$ cat config.mk
export PLATFORM = sky130hd
export DESIGN_NAME = ms_if_top
export DESIGN_NICKNAME = d
export VERILOG_FILES = /design/src/rtl/ms_if_pkg.sv /design/src/rtl/ms_if_if.sv /design/src/rtl/ms_slave.sv /design/src/rtl/ms_if_top.sv
export SDC_FILE = /design/constraint.sdc
export NUM_CORES = 1
export LEC_CHECK = 0
export ABC_AREA = 1
export CAP_MARGIN = 20
export CORE_MARGIN = 3
export CORE_UTILIZATION = 40
export CTS_CLUSTER_DIAMETER = 30
export DETAILED_ROUTE_END_ITERATION = 6
export PLACE_DENSITY = 0.82
export SLEW_MARGIN = 40
export SYNTH_ARGS = -nofsm -noshare
export SYNTH_HDL_FRONTEND = slang
export SYNTH_SLANG_ARGS = --single-unit
$ cat constraint.sdc
create_clock -name clk -period 1.5 [get_ports clk]
set_input_delay 0.3 -clock clk [delete_from_list [all_inputs] [get_ports clk]]
set_output_delay 0.3 -clock clk [all_outputs]
set_load 0.1 [all_outputs]
$ cat src/rtl/ms_if_pkg.sv
// ---------------------------------------------------------------------------
// ms_if_pkg
// Shared widths, slave register select codes and a small helper for the
// master/slave register-bank slice.
//
// Contents:
//   ADDR_W      transfer address width (2)
//   DATA_W      transfer data width (8)
//   REGC_W      slave register C width (1)
//   REGD_W      slave register D width (4)
//   ADDR_DLY_W  width of the slave's delayed address copy (4)
//   reg_sel_e   address codes that select a slave register
//   addr_to_data()  data word the master emits for a given address
// ---------------------------------------------------------------------------
package ms_if_pkg;

   localparam int unsigned ADDR_W     = 2;
   localparam int unsigned DATA_W     = 8;
   localparam int unsigned REGC_W     = 1;
   localparam int unsigned REGD_W     = 4;
   localparam int unsigned ADDR_DLY_W = 4;

   // Codes 4..15 of the delayed address select nothing.
   typedef enum logic [ADDR_DLY_W-1:0] {
      SelRegA = 4'd0,
      SelRegB = 4'd1,
      SelRegC = 4'd2,
      SelRegD = 4'd3
   } reg_sel_e;

   // Master data is four times the address it is leaving, zero-extended.
   function automatic logic [DATA_W-1:0] addr_to_data(input logic [ADDR_W-1:0] a);
      return {{(DATA_W-ADDR_W-2){1'b0}}, a, 2'b00};
   endfunction

endpackage

$ cat src/rtl/ms_if_if.sv
// ---------------------------------------------------------------------------
// ms_if_if
// Transfer bus between the address/data master and the register-bank slave.
//
// Signals:
//   addr    master -> slave  transfer address
//   data    master -> slave  transfer data
//   sready  slave -> master  slave ready; master advances only while high
//
// Modports: master, slave, monitor (observe only).
// ---------------------------------------------------------------------------
interface ms_if_if
   import ms_if_pkg::*;
();

   logic [ADDR_W-1:0] addr;
   logic [DATA_W-1:0] data;
   logic              sready;

   modport master (
      output addr,
      output data,
      input  sready
   );

   modport slave (
      input  addr,
      input  data,
      output sready
   );

   modport monitor (
      input addr,
      input data,
      input sready
   );

endinterface

$ cat src/rtl/ms_slave.sv
// ---------------------------------------------------------------------------
// ms_slave
// Register-bank slave. Keeps a one-cycle delayed copy of the bus address and
// uses it to decide which register captures the current bus data. Generates
// sready, which stalls the master for one cycle each time it reaches
// address 3.
//
// Ports:
//   clk    in   clock, rising edge
//   rst    in   synchronous active-high reset
//   bus    slave modport of ms_if_if (addr/data in, sready out)
//   reg_a  out  register A (8 b), written when delayed address is 0
//   reg_b  out  register B (8 b), written when delayed address is 1
//   reg_c  out  register C (1 b), data[0] when delayed address is 2
//   reg_d  out  register D (4 b), data[3:0] when delayed address is 3
// ---------------------------------------------------------------------------
module ms_slave
   import ms_if_pkg::*;
(
   input  logic              clk,
   input  logic              rst,
   ms_if_if.slave            bus,
   output logic [DATA_W-1:0] reg_a,
   output logic [DATA_W-1:0] reg_b,
   output logic [REGC_W-1:0] reg_c,
   output logic [REGD_W-1:0] reg_d
);

   logic [ADDR_DLY_W-1:0] addr_dly_q, addr_dly_d;
   logic [DATA_W-1:0]     reg_a_q, reg_a_d;
   logic [DATA_W-1:0]     reg_b_q, reg_b_d;
   logic [REGC_W-1:0]     reg_c_q, reg_c_d;
   logic [REGD_W-1:0]     reg_d_q, reg_d_d;
   logic                  dly_q, dly_d;
   logic                  sready;

   // Low only on the first cycle at address 3; dly then drops and releases it.
   assign sready     = ~(bus.addr[1] & bus.addr[0]) | ~dly_q;
   assign bus.sready = sready;

   always_comb begin
      addr_dly_d = {{(ADDR_DLY_W-ADDR_W){1'b0}}, bus.addr};
      dly_d      = sready;
      reg_a_d    = reg_a_q;
      reg_b_d    = reg_b_q;
      reg_c_d    = reg_c_q;
      reg_d_d    = reg_d_q;
      // Write target comes from the address seen one cycle earlier.
      case (addr_dly_q)
         SelRegA: reg_a_d = bus.data;
         SelRegB: reg_b_d = bus.data;
         SelRegC: reg_c_d = bus.data[REGC_W-1:0];
         SelRegD: reg_d_d = bus.data[REGD_W-1:0];
         default: ;
      endcase
   end

   always_ff @(posedge clk) begin
      if (rst) begin
         addr_dly_q <= '0;
         reg_a_q    <= '0;
         reg_b_q    <= '0;
         reg_c_q    <= '0;
         reg_d_q    <= '0;
         dly_q      <= 1'b1;
      end else begin
         addr_dly_q <= addr_dly_d;
         reg_a_q    <= reg_a_d;
         reg_b_q    <= reg_b_d;
         reg_c_q    <= reg_c_d;
         reg_d_q    <= reg_d_d;
         dly_q      <= dly_d;
      end
   end

   assign reg_a = reg_a_q;
   assign reg_b = reg_b_q;
   assign reg_c = reg_c_q;
   assign reg_d = reg_d_q;

endmodule

$ cat src/rtl/ms_if_top.sv
// ---------------------------------------------------------------------------
// ms_if_top
// Address/data master plus register-bank slave. The master steps its address
// 0,1,2,3 and wraps, emitting four times the address it leaves as data, and
// holds whenever the slave drops sready.
//
// Ports:
//   clk     in   clock, rising edge
//   rst     in   synchronous active-high reset
//   addr    out  master transfer address (2 b)
//   data    out  master transfer data (8 b)
//   sready  out  slave ready, combinational
//   reg_a   out  slave register A (8 b)
//   reg_b   out  slave register B (8 b)
//   reg_c   out  slave register C (1 b)
//   reg_d   out  slave register D (4 b)
// ---------------------------------------------------------------------------
module ms_if_top
   import ms_if_pkg::*;
(
   input  logic              clk,
   input  logic              rst,
   output logic [ADDR_W-1:0] addr,
   output logic [DATA_W-1:0] data,
   output logic              sready,
   output logic [DATA_W-1:0] reg_a,
   output logic [DATA_W-1:0] reg_b,
   output logic [REGC_W-1:0] reg_c,
   output logic [REGD_W-1:0] reg_d
);

   ms_if_if bus ();

   logic [ADDR_W-1:0] addr_q, addr_d;
   logic [DATA_W-1:0] data_q, data_d;

   always_comb begin
      addr_d = addr_q;
      data_d = data_q;
      if (bus.sready) begin
         addr_d = addr_q + 1'b1;  // natural 2-bit wrap 3 -> 0
         data_d = addr_to_data(addr_q);
      end
   end

   always_ff @(posedge clk) begin
      if (rst) begin
         addr_q <= '0;
         data_q <= '0;
      end else begin
         addr_q <= addr_d;
         data_q <= data_d;
      end
   end

   assign bus.addr = addr_q;
   assign bus.data = data_q;

   ms_slave u_slave (
      .clk   (clk),
      .rst   (rst),
      .bus   (bus),
      .reg_a (reg_a),
      .reg_b (reg_b),
      .reg_c (reg_c),
      .reg_d (reg_d)
   );

   assign addr   = bus.addr;
   assign data   = bus.data;
   assign sready = bus.sready;

endmodule

==> flow_summary.toml, run 1 <==
[sta]
rsz0062_at_grt = "false"
skew_ns = 0.002283
tns_ns = 0
final_hold_viol_count = 0
max_freq_mhz = 701.8
period_share_pct = 94.99
setup_violations = 0
holdWs_ns = 0.5010
slew_violations = 0
finalCriticalPeriod_ns = 1.425

[grt]
antenna_found_initial = 0
grt_max_degree = 10
grt_pass1_vias = 376
grt_pass1_wl_mm = 1.580
grt_usage_pct = 10.81
overflow = 0

[placed_design]
io_buffer_count = 12
place.gp.congestion = 0.7563
dp_hpwl_um = 829.9
dp.cells = 111

[pwr]
p_per_area_nw_per_um2 = 1633
worst_ir_drop_vdd_mv = 0.9489
power_leakage_nw = 0.4006

[critical_path]
path_buf_inv = 1
critPathCaptureType = "output pin"
start_kind = "flop"
ff2ff_setup_slack_ns = 0.48
r2r-start = "addr[0]$_SDFFE_PP0P_"
criticalPathCategory = "flop to output pin"
rr_endpoint = "addr[0]$_SDFFE_PP0P_"
path_delay_family = "flip-flops"
reg2regPathDepth = 5
crit_fanout = 6
crit_required_ns = 1.20
crit_chain = "ha_2 -> nand2_4 -> buf_12"
slowest_stage = "dfxtp_4"
crit_path_max_incr_delay_ns = 0.37
worstPathArrival_ns = 1.12

[floorplanning]
die_y_um = 45.86
start_util_pct = 45.44
num_rows = 13
ios = 34
die-area_um2 = 2103
die_width_um = 45.86
core_area_um2 = 1399

[routing]
dr.pass1.iters = 4
wl_met3_um = 102
highest_layer = "met3"
drt-total-wl_mm = 1.014
routedWlPerCell_um = 8.817
drc = 0
drt_iter0_drc = 8
postRouteAntennaNets = 0
vias = 490
viasPerCell = 4.261
wl_met2_um = 496
wl_met1_um = 415

[yosys]
syn_inst = 85
synth_seq_area_share_pct = 40.94
synth.avg_cell_area_um2 = 7.478
netlist_area_um2 = 635.6
netlist-cell-type-count = 12
ys_warn_count = 0
yosys_register_bits = 13

[clocking]
cts.clk_slew.worst_paths_ns = 0.08
cts_tree = "built"
insertion_delay_ns = 0.27
clock_path_buffers = 2
cts-root-buf = "clkbuf_4"
cts_made_buffers = 3
clock-sinks = 13
post_cts_buffers = 0
htree_levels = 1

[cells_and_area]
fin_nets = 104
drive_gt1_share_pct = 20.00
syn2layout_area_growth_pct = 33.07
final_cells = 115
antenna_cells = 0
final_util_pct = 60.47

[run_status]
run_status = "complete, no violations"

[worst_hold_path]
hold_path_end = "u_slave.addr_dly_q[1]$_SDFF_PP0_"
hold_depth = 2
hold_path.class = "flop to flop"
hold_start = "addr[1]$_SDFFE_PP0P_"

[run]
cap_viol_max_count = 0
cell type report:
cell class	count	area, µm²
Tap cell	15	18.77
Clock buffer	4	26.28
Multi-Input combinational cell	63	272.8
Sequential cell	13	267.8
Fill cell	116	553.0
Inverter	8	30.03
Timing Repair Buffer	12	230.2
layer usage:
layer / track usage, % / vias up
met5: 0 / -
met4: 5.114 / 0
met3: 6.719 / 0
met2: 16.21 / 21
met1: 11.88 / 220
li1: - / 249
sequential cells by signal, summed over array words and instances (netlist names):
register and cells:
u_slave.reg_d 2, u_slave.addr_dly_q 2, u_slave.dly_q 1, u_slave.reg_a 2
u_slave.reg_b 2, addr 2, data 2
synth_stat cells:
cell type,n,area [µm²]
inv_1,7,26.28
a21oi_1,3,15.01
buf_4,21,157.7
o21ai_0,2,10.01
nor2_1,15,56.30
ha_1,1,12.51
conb_1,1,3.750
inv_2,1,3.750
dfxtp_1,13,260.3
nor2_2,1,6.260
nand3_1,7,35.03
nand2_1,13,48.80
worst reg2reg max path, delay by kind of cell (launching register included):
kind          cells  cell delay, ns
simple gates      3            0.25
buf+inv           1            0.08
flops             1            0.37
fa+ha+maj         1            0.21
how the worst max path moves through the flow:
| stage | end | start | cells after the start |
|---|---|---|---|
| 6_report | sready | addr[0]$_SDFFE_PP0P_ | 3 |
| 5_1_grt | sready | addr[0]$_SDFFE_PP0P_ | 3 |
| 4_1_cts | sready | addr[0]$_SDFFE_PP0P_ | 3 |
| 3_5_place_dp | addr[0]$_SDFFE_PP0P_ | rst | 4 |
| 3_3_place_gp | data[2]$_SDFFE_PP0P_ | rst | 4 |
| 2_1_floorplan | data[2]$_SDFFE_PP0P_ | addr[1]$_SDFFE_PP0P_ | 5 |
layout by cell type (no fill, tap or decap):
master,n
conb_1,21
o21ai_0,2
clkdlybuf4s50_1,1
dfxtp_1,11
clkbuf_1,1
buf_12,11
inv_2,1
ha_2,1
inv_1,7
nor2_1,15
nand3_1,7
nor2_2,1
dfxtp_4,2
clkbuf_4,3
nand2_4,1
a21oi_1,3
nand2_1,12
metrics by stage:
stage | instance area (µm²) | setup WS (ns) | power [W]
4_1_cts | 843.3 | 0.01729 | 0.001388
3_5_place_dp | 817.0 | 0.2501 | 0.001177
5_1_grt | 845.8 | 0.01989 | 0.001449
6_report | 845.8 | 0.07510 | 0.001381
2_1_floorplan | 725.7 | 0.09810 | 0.001034
3_3_place_gp | 817.0 | 0.2667 | 0.001170
timing repair:
item / in CTS / in global routing
endpoints found under the setup margin: 0 / 1
hold buffers: 0 / 0
gates resized for setup: 0 / 1
power by group:
group	switching [W]	internal, W	leakage, nW
logic	0.000555	0.000170	0.278
clock network	0.000106	0.000103	0.0150
registers	0.0000581	0.000390	0.108
cells by family after synthesis:
kind of cell               synth area share [%]
AOI/OAI and AO/OA                         3.936
buffers and inverters                     29.53
and+or+nand+nor                           23.03
DFF                                       40.94
adders and majority gates                 1.968
other                                    0.5900
(Power assumes the default switching activity.)
==> run 2: changes to the inputs <==
- CORE_MARGIN: 3 -> 4
- GPL_ROUTABILITY_DRIVEN: unset -> 0
==> flow_summary.toml, run 2 (synthesis results as in run 1) <==
[clocking]
cts.clk_slew.worst_paths_ns = 0.08
post_cts_buffers = 0
clock-sinks = 13
cts-root-buf = "clkbuf_4"
htree_levels = 1
clock_path_buffers = 2
ctsHoldBuffers = 0
cts_tree = "built"
insertion_delay_ns = 0.28
cts_made_buffers = 3
postCtsResizedCells = 0

[pwr]
p_total_w = 0.001385
p_per_area_nw_per_um2 = 1633
power_leakage_nw = 0.4029
worst_ir_drop_vdd_mv = 0.9103

[routing]
drt-total-wl_mm = 1.114
highest_layer = "met4"
dr.pass1.iters = 4
vias = 494
viasPerCell = 4.259
routedWlPerCell_um = 9.603
drt_iter0_drc = 6
drc = 0
wl_met1_um = 409
wl_met3_um = 134
postRouteAntennaNets = 0
wl_met2_um = 539

[sta]
setup_violations = 0
setup_slack_ns = 0.05010
rsz0062_at_grt = "false"
skew_ns = 0.009068
max_freq_mhz = 689.7
slew_violations = 0
holdWs_ns = 0.5044
finalCriticalPeriod_ns = 1.450
tns_ns = 0
final_hold_viol_count = 0
period_share_pct = 96.66

[critical_path]
start_kind = "flop"
crit_required_ns = 1.20
worstPathArrival_ns = 1.15
criticalPathCategory = "flop to output pin"
critPathCaptureType = "output pin"
crit_fanout = 6

[floorplanning]
die-area_um2 = 2291
ios = 34
die_width_um = 47.86
die_y_um = 47.86
start_util_pct = 42.19
core_area_um2 = 1506
num_rows = 14

[cells_and_area]
drive_gt1_share_pct = 21.00
fill_cells = 134
mostFrequentLayoutCells = "conb_1 (21), nor2_1 (15), nand2_1 (12), dfxtp_1 (11), buf_12 (11)"
mostFrequentLayoutCell = "conb_1"
syn2layout_area_growth_pct = 33.46
fin_nets = 104
antenna_cells = 0
final_util_pct = 56.31

[worst_hold_path]
hold_path.class = "flop to flop"

[run_status]
run_status = "complete, no violations"

[placed_design]
io_buffer_count = 12
dp_hpwl_um = 911.3
preCtsSetupSlack_ns = 0.2270

[grt]
antenna_found_initial = 0
grt_pass1_vias = 389
overflow = 0
grt_usage_pct = 10.17
grt_pass1_wl_mm = 1.621
grt_max_degree = 10

[run]
cap_viol_max_count = 0
-- run 2: worst max-delay path, cell delays in order, from the launching register on --
cell	delay [ns]
dfxtp_4	0.38
ha_2	0.21
nand2_4	0.11
buf_12	0.18
-- run 2: layout make-up --
class / instances / area [µm²] / share of cell area, %
clock buffers: 3 / 22.52 / 2.655
well taps: 16 / 20.02 / 2.360
inverters: 8 / 30.03 / 3.540
multi-input cells: 63 / 272.8 / 32.15
flip-flops and latches: 13 / 267.8 / 31.56
repair buffers: 12 / 230.2 / 27.14
clock inverters: 1 / 5.005 / 0.5900
-- run 2: per-layer routing --
| layer | track usage [%] | vias up |
|---|---|---|
| met5 | 0 | - |
| met4 | 4.839 | 0 |
| met3 | 4.135 | 5 |
| met2 | 16.89 | 28 |
| met1 | 11.19 | 215 |
| li1 | - | 246 |
-- run 2: power by group --
| part | internal (W) | switching (W) |
|---|---|---|
| Combinational | 0.000170 | 0.000555 |
| Sequential | 0.000390 | 0.0000574 |
| Clock | 0.0000988 | 0.000114 |
| Total | 0.000659 | 0.000726 |
-- run 2: worst paths after layout --
| kind | start | end | slack, ns | cells past startpoint |
|---|---|---|---|---|
| min reg2reg | addr[1]$_SDFFE_PP0P_ | u_slave.addr_dly_q[1]$_SDFF_PP0_ | 0.50 | 2 |
| max reg2reg | addr[0]$_SDFFE_PP0P_ | addr[0]$_SDFFE_PP0P_ | 0.48 | 5 |
| min | addr[1]$_SDFFE_PP0P_ | u_slave.addr_dly_q[1]$_SDFF_PP0_ | 0.50 | 2 |
| max | addr[0]$_SDFFE_PP0P_ | sready | 0.05 | 3 |
-- run 2: metrics by stage --
step,instance area [µm²],std cells
2_1_floorplan,725.7,105
3_3_place_gp,818.3,112
3_5_place_dp,818.3,112
4_1_cts,845.8,116
5_1_grt,848.3,116
6_report,848.3,116
